$ cat src/rtl/debounce_filter_mc_if.sv
// debounce_filter_mc_if
// Bundles the sample qualifier, the raw inputs and the filtered outputs of
// debounce_filter_mc.
//   ce   : sample qualifier (master -> slave)
//   d    : raw inputs, one bit per channel (master -> slave)
//   q    : filtered level, polarity set by the filter's INVERT (slave -> master)
//   rise : one-cycle strobe, filtered level went 0->1 (slave -> master)
//   fall : one-cycle strobe, filtered level went 1->0 (slave -> master)
interface debounce_filter_mc_if #(
  parameter int CH = 4
);
  logic          ce;
  logic [CH-1:0] d;
  logic [CH-1:0] q;
  logic [CH-1:0] rise;
  logic [CH-1:0] fall;

  modport master (output ce, output d, input q, input rise, input fall);
  modport slave  (input ce, input d, output q, output rise, output fall);
endinterface

$ cat src/rtl/debounce_filter_mc.sv
// debounce_filter_mc
// Multi-channel debounce / glitch filter for slow external inputs. A channel
// adopts a new level only after it has been sampled THRESH consecutive
// qualified times (ce=1). Each acceptance emits a one-cycle rise or fall strobe
// in the same cycle the filtered level changes.
//
// Optional feature: define DEBOUNCE_SYNC_EN to put a 2-flop synchroniser in
// front of every channel (adds 2 clk edges of latency, runs regardless of ce).
//
// Ports:
//   clk   : clock, all state updates on its rising edge
//   rst_n : asynchronous active-low reset
//   bus   : debounce_filter_mc_if slave (ce, d in; q, rise, fall out)
module debounce_filter_mc #(
  parameter int CH        = 4,
  parameter int CNT_W     = 5,
  parameter int THRESH    = 30,
  parameter int INVERT    = 1,
  parameter int RESET_VAL = 0
) (
  input  logic                 clk,
  input  logic                 rst_n,
  debounce_filter_mc_if.slave  bus
);

  localparam logic             RST_LVL = (RESET_VAL != 0);
  localparam logic             INV_LVL = (INVERT != 0);
  localparam logic [CNT_W-1:0] TERM    = CNT_W'(THRESH - 1);

  logic [CH-1:0]    s;
  logic [CH-1:0]    st_q,   st_nxt;
  logic [CH-1:0]    rise_q, rise_nxt;
  logic [CH-1:0]    fall_q, fall_nxt;
  logic [CNT_W-1:0] cnt_q   [CH];
  logic [CNT_W-1:0] cnt_nxt [CH];

`ifdef DEBOUNCE_SYNC_EN
  logic [CH-1:0] sync_p0;
  logic [CH-1:0] sync_p1;

  // Synchroniser stages: free-running, independent of ce
  always_ff @(posedge clk or negedge rst_n) begin
    if (!rst_n) begin
      sync_p0 <= {CH{RST_LVL}};
      sync_p1 <= {CH{RST_LVL}};
    end else begin
      sync_p0 <= bus.d;
      sync_p1 <= sync_p0;
    end
  end

  assign s = sync_p1;
`else
  assign s = bus.d;
`endif

  // Per-channel qualification. The counter holds the number of consecutive
  // differing samples seen so far minus one boundary: reaching TERM on a
  // differing sample is the THRESH-th one, so the level is accepted there.
  // Using >= keeps the counter bounded even if it were ever corrupted.
  always_comb begin
    st_nxt   = st_q;
    cnt_nxt  = cnt_q;
    rise_nxt = '0;
    fall_nxt = '0;
    if (bus.ce) begin
      for (int i = 0; i < CH; i++) begin
        if (s[i] == st_q[i]) begin
          cnt_nxt[i] = '0;
        end else if (cnt_q[i] >= TERM) begin
          st_nxt[i]   = s[i];
          cnt_nxt[i]  = '0;
          rise_nxt[i] = s[i];
          fall_nxt[i] = ~s[i];
        end else begin
          cnt_nxt[i] = cnt_q[i] + CNT_W'(1);
        end
      end
    end
  end

  // Filter state; strobes fall back to 0 on every edge that does not set them
  always_ff @(posedge clk or negedge rst_n) begin
    if (!rst_n) begin
      st_q   <= {CH{RST_LVL}};
      rise_q <= '0;
      fall_q <= '0;
      for (int i = 0; i < CH; i++) begin
        cnt_q[i] <= '0;
      end
    end else begin
      st_q   <= st_nxt;
      rise_q <= rise_nxt;
      fall_q <= fall_nxt;
      for (int i = 0; i < CH; i++) begin
        cnt_q[i] <= cnt_nxt[i];
      end
    end
  end

  assign bus.q    = st_q ^ {CH{INV_LVL}};
  assign bus.rise = rise_q;
  assign bus.fall = fall_q;

endmodule

$ cat src/flat_wrapper.sv
// flat-port wrapper written by rule: the top's interface ports become plain ports
module debounce_filter_mc_flat 
#(
  parameter int CH        = 4,
  parameter int CNT_W     = 5,
  parameter int THRESH    = 30,
  parameter int INVERT    = 1,
  parameter int RESET_VAL = 0
)
  (clk, rst_n, bus_ce, bus_d, bus_q, bus_rise, bus_fall);
  debounce_filter_mc_if #(.CH(CH)) bus_i ();
  input  logic clk;
  input  logic rst_n;
  input wire logic [$bits(bus_i.ce)-1:0] bus_ce;
  input wire logic [$bits(bus_i.d)-1:0] bus_d;
  output wire logic [$bits(bus_i.q)-1:0] bus_q;
  output wire logic [$bits(bus_i.rise)-1:0] bus_rise;
  output wire logic [$bits(bus_i.fall)-1:0] bus_fall;
  assign bus_i.ce = bus_ce;
  assign bus_i.d = bus_d;
  assign bus_q = bus_i.q;
  assign bus_rise = bus_i.rise;
  assign bus_fall = bus_i.fall;
  debounce_filter_mc #(.CH(CH), .CNT_W(CNT_W), .THRESH(THRESH), .INVERT(INVERT), .RESET_VAL(RESET_VAL)) u_core (.clk(clk), .rst_n(rst_n), .bus(bus_i));
endmodule
$ cat config.mk
export PLATFORM = sky130hd
export DESIGN_NAME = debounce_filter_mc_flat
export DESIGN_NICKNAME = d
export VERILOG_FILES = /design/src/rtl/debounce_filter_mc_if.sv /design/src/rtl/debounce_filter_mc.sv /design/src/flat_wrapper.sv
export SDC_FILE = /design/constraint.sdc
export NUM_CORES = 1
export LEC_CHECK = 0
export CAP_MARGIN = 10
export CORE_MARGIN = 2
export CORE_UTILIZATION = 50
export CTS_CLUSTER_SIZE = 20
export DETAILED_ROUTE_END_ITERATION = 10
export GPL_ROUTABILITY_DRIVEN = 0
export PLACE_DENSITY = 0.8
export SYNTH_ARGS = -nofsm -noshare
export SYNTH_HDL_FRONTEND = slang
export SYNTH_SLANG_ARGS = --single-unit
$ cat constraint.sdc
create_clock -name clk -period 1.7 [get_ports clk]
set_input_delay 0.34 -clock clk [delete_from_list [all_inputs] [get_ports clk]]
set_output_delay 0.34 -clock clk [all_outputs]
set_load 0.05 [all_outputs]
Yosys cells after proc, flatten, opt, wreduce, memory -nomap -nowiden
Index checks and enable logic that the tools add are counted.
{"block": "classes", "n_addsub": 4, "n_lt_le_gt_ge": 4, "eq_ne": 4, "mux": 26, "bitwise": 9, "reduce_logical": 4}
{"cell": "$mux W5", "n": 8}
{"cell": "$add A5 B1 Y5 const B", "n": 4}
{"cell": "$ge A5 B5 Y1 const B", "n": 4}
{"cell": "$mux W1", "n": 16}
{"cell": "$reduce_and A3 Y1", "n": 4}
{"cell": "$mux W4", "n": 2}
{"cell": "$not A1 Y1", "n": 8}
{"cell": "$eq A1 B1 Y1", "n": 4}
{"cell": "$not A4 Y4", "n": 1}
{"block": "totals", "ff_bits": 32, "inputBits": 7, "out_inout_bits": 12, "wordCells": 61}

Longest topological paths before layout
{"block": "depth", "ltp_word": 4, "mapped_depth": 5, "mapped_depth_nobuf": 5}

Worst setup path after synthesis
No wires, ideal clock.
{"block": "synth_timing", "kind": "flip-flop to flip-flop", "startpoint": "register u_core.cnt_q[10] in the netlist's numbering", "endpoint": "register u_core.st_q[1]", "setup_time_ps": 128, "t_arrival_ps": 1409, "t_required_ps": 1572, "path_slack_ps": 163, "stages_incl_launch_ff": 5, "n_path_buf": 0, "synth_period_minus_slack_ps": 1537, "path_cell_list": "dfrtp_1 ha_1 or3_1 nand3_1 mux2_1"}
{"block": "synth_between", "elab_chain_len": 2}
{"element": "start: declaration", "line": "debounce_filter_mc.sv:34", "source": "logic [CNT_W-1:0] cnt_q [CH];"}
{"element": "start signal: indexed assignment", "line": "debounce_filter_mc.sv:96", "source": "cnt_q[i] <= cnt_nxt[i];"}
{"element": "$ge A5 B5 Y1", "line": "debounce_filter_mc.sv:70", "source": "end else if (cnt_q[i] >= TERM) begin"}
{"element": "$reduce_and A3 Y1 (no line)"}
{"element": "end signal: assignment", "line": "debounce_filter_mc.sv:85", "source": "st_q <= {CH{RST_LVL}};"}
{"element": "end signal: assignment", "line": "debounce_filter_mc.sv:92", "source": "st_q <= st_nxt;"}
{"element": "end: declaration", "line": "debounce_filter_mc.sv:31", "source": "logic [CH-1:0] st_q, st_nxt;"}
No other way between the ends.
A chain may end at the register's enable or synchronous reset.

Worst setup path in the final report
{"block": "layout_timing", "startpoint": "register u_core.cnt_q[6] in the netlist's numbering", "endpoint": "register u_core.st_q[2]"}
Same word-level chain as after synthesis.

==> results.sh <==
export IMPL_status="completed"
export IMPL_area_delta_synth_final_pct=26.4
export IMPL_hold_viol=0
export IMPL_antenna_found_initial=0
export IMPL_maxCapViolCount=0
export IMPL_critPathLaunchType="register"
export IMPL_drive_gt1_share_pct=19.6
export IMPL_finalClockSkew_ps=9.83
export IMPL_arrival_ps=1850
export IMPL_die_w_um=62.1
export IMPL_start_util_pct=51.4
export IMPL_hold_path_class="input port to asynchronous set/reset pin"
export IMPL_grt_max_degree=33
export IMPL_die_area_sq_um=3860
export IMPL_ctsHoldBuffers=0
export IMPL_rsz0062_at_grt="false"
export IMPL_clock_root_buffer="clkbuf_4"
export IMPL_ys_ff_latch=32
export IMPL_peakVddDrop_uv=582
export IMPL_row_count=21
export IMPL_netlist_instances=163
export IMPL_cts_buffers=5
export IMPL_fillCellCount=262
export IMPL_r2r_end="u_core.st_q[2]"
export IMPL_r2r_start="u_core.cnt_q[6]"
export IMPL_instances_no_fill=245
export IMPL_worst_pin_slew_ps=400
export IMPL_syn_area_per_cell_sq_um=10.4
export IMPL_r2r_setup_slack_ps=80
export IMPL_yosys_cell_types_count=33
export IMPL_power_density_nw_per_um2=1230
export IMPL_routedWlPerCell_um=12.9
export IMPL_drtIter0Drc=46
export IMPL_drtPass1Iterations=5
export IMPL_ant_nets=0
export IMPL_grt_pass1_wl_um=5780
export IMPL_dpl_cell_count=236
export IMPL_syn_cell_area_sq_um=1690
export IMPL_yosysWarnings=0
export IMPL_io_pins=19
export IMPL_critical_path_max_fanout=4
export IMPL_port_buffers=18
export IMPL_whs_ps=383
export IMPL_final_nets=213
export IMPL_reg2reg_depth=5
export IMPL_finalCritPeriodShare_pct=95.0
export IMPL_n_antenna_cell=0
export IMPL_clock_fmax_ghz=0.619
export IMPL_fin_crit_ps=1620
export IMPL_die_h_um=62.1
export IMPL_crit_path_end_kind="register"
export IMPL_endpoint="u_core.st_q[2]"
export IMPL_core_area_sq_um=3280
export IMPL_yosysSeqAreaShare_pct=47.4
export IMPL_viasPerCell=5.40
export IMPL_routed_wl_um=3150
export IMPL_clock_path_buffers=2
export IMPL_htreeDepth=2
export IMPL_first_global_vias=1360
export IMPL_gr_total_overflow=0
export IMPL_regArea_sq_um=801
export IMPL_p_total_mw=2.61
export IMPL_crit_type="register to register"
export IMPL_required_ps=1940
export IMPL_cts_tree="yes"
export IMPL_dp_hpwl_um=2300
export IMPL_routed_via_count=1323
export IMPL_place_area_sq_um=2030
export IMPL_maxSlewHeadroom_pct=73.3
export IMPL_fin_area_sq_um=2130
export IMPL_cts_sinks=32
export IMPL_setup_tns_final_ps=0
export IMPL_startpoint="u_core.cnt_q[6]"
export IMPL_grt_usage_pct=18.8
export IMPL_syn_nets=178
export IMPL_maxSlewViolCount=0
export IMPL_p_leak_nw=0.999
export IMPL_multiInputGateArea_sq_um=803
export IMPL_drc_errors=0
export IMPL_clock_latency_ps=340
export IMPL_clkSlewWorstSetupHoldPaths_ps=110
export IMPL_finalSetupViolations=0
==> state kept, by name, indices dropped and copies added, names as in the netlist <==
signal,count
u_core.bus.fall,4
u_core.bus.rise,4
u_core.st_q,4
u_core.cnt_q,20
==> worst min-delay path by stage <==
stage	start	endpoint	slack, ps
floorplan	rst_n	u_core.bus.fall[0]	40
global placement	u_core.st_q[1]	u_core.bus.rise[1]	480
detailed placement	u_core.st_q[0]	u_core.bus.rise[0]	500
CTS	rst_n	u_core.bus.rise[0]	400
global route	rst_n	u_core.bus.rise[0]	420
finish	rst_n	u_core.st_q[0]	380
==> routing by layer <==
| layer | track usage, % | vias to the layer above | part of all wire [%] |
|---|---|---|---|
| li1 | - | 645 | - |
| met1 | 21.9 | 648 | 43 |
| met2 | 32.2 | 23 | 51 |
| met3 | 4.89 | 7 | 4.3 |
| met4 | 9.17 | 0 | 2.2 |
| met5 | 0 | - | 0 |
==> kinds of logic after synthesis <==
group | after synthesis | synth area share, %
buffers and inverters | 23 | 5.26
XOR/XNOR | 4 | 2.08
multiplexers | 8 | 5.26
adder cells (fa/ha/maj) | 8 | 5.93
AO/OA/AOI/OAI | 26 | 11.4
flip-flops | 32 | 47.4
AND/OR/NAND/NOR | 62 | 22.6
==> critical path, cell delays in order, from the launching register on <==
cell	delay, ps
dfrtp_1	400
inv_1	80
ha_1	170
or3_1	390
nand3_1	130
mux2_1	330
==> Yosys cell counts <==
cell / instances / area (sq um)
mux2i_1: 4 / 40.0
o31ai_1: 1 / 7.51
o21ai_1: 6 / 30.0
inv_1: 19 / 71.3
nor2b_1: 5 / 31.3
o31a_1: 1 / 8.76
xor2_1: 1 / 8.76
ha_1: 8 / 100
or3b_4: 1 / 11.3
nand4b_1: 1 / 8.76
nand2b_1: 16 / 100
a21o_1: 3 / 22.5
dfrtp_1: 32 / 801
o22ai_1: 8 / 50.1
a31oi_1: 1 / 6.26
nand4_1: 1 / 6.26
or2b_1: 1 / 7.51
o221ai_1: 3 / 26.3
nand3_1: 11 / 55.1
nor3b_1: 4 / 30.0
mux2_1: 3 / 33.8
mux2_4: 1 / 15.0
xnor2_1: 3 / 26.3
or4b_1: 3 / 30.0
o311ai_1: 1 / 8.76
o311ai_2: 2 / 32.5
and3_1: 4 / 25.0
nor3_1: 5 / 25.0
or3_1: 4 / 25.0
nand2_1: 5 / 18.8
and2b_1: 1 / 7.51
clkbuf_1: 2 / 7.51
buf_2: 2 / 10.0
==> repair_timing <==
item / CTS / global route
gates resized for setup: 0 / 1
endpoints found under the hold margin: 0 / 0
buffers inserted: 0 / 1
endpoints found under the setup margin: 0 / 2
==> through the flow <==
| stage | util, % | worst slack (ps) |
|---|---|---|
| floorplan | - | 163 |
| global placement | 61.7 | 43.5 |
| detailed placement | 61.7 | -4.42 |
| CTS | 64.6 | 75.6 |
| global route | 65.0 | 2.29 |
| finish | 65.0 | 85.0 |
==> layout by cell type, fill, tap and decap left out, types with 2 or more instances in the layout <==
cell type | synthesis | final
a21o_1 | 3 | 3
and3_1 | 4 | 4
buf_12 | 0 | 4
buf_4 | 0 | 22
clkbuf_4 | 0 | 5
clkbuf_8 | 0 | 2
clkdlybuf4s50_1 | 0 | 6
dfrtp_1 | 32 | 32
ha_1 | 8 | 8
inv_1 | 19 | 19
mux2_1 | 3 | 3
mux2i_1 | 4 | 4
nand2_1 | 5 | 5
nand2b_1 | 16 | 16
nand3_1 | 11 | 10
nor2b_1 | 5 | 5
nor3_1 | 5 | 5
nor3b_1 | 4 | 4
o21ai_1 | 6 | 6
o221ai_1 | 3 | 3
o22ai_1 | 8 | 8
o311ai_2 | 2 | 2
or3_1 | 4 | 4
or4b_1 | 3 | 3
xnor2_1 | 3 | 3
==> area by class of cell <==
type | instances | area share (%)
multi-input combinational | 108 | 37.7
sequential | 32 | 37.5
timing repair buffer | 32 | 14.3
inverter | 19 | 3.34
clock buffer | 7 | 3.05
tap | 46 | 2.70
clock inverter | 1 | 1.41
==> power by group <==
part           switching, mW  internal (mW)
Combinational          0.391          0.384
Clock                  0.269          0.390
Sequential             0.231          0.949
Note: power is estimated with default switching activity, not from simulation.
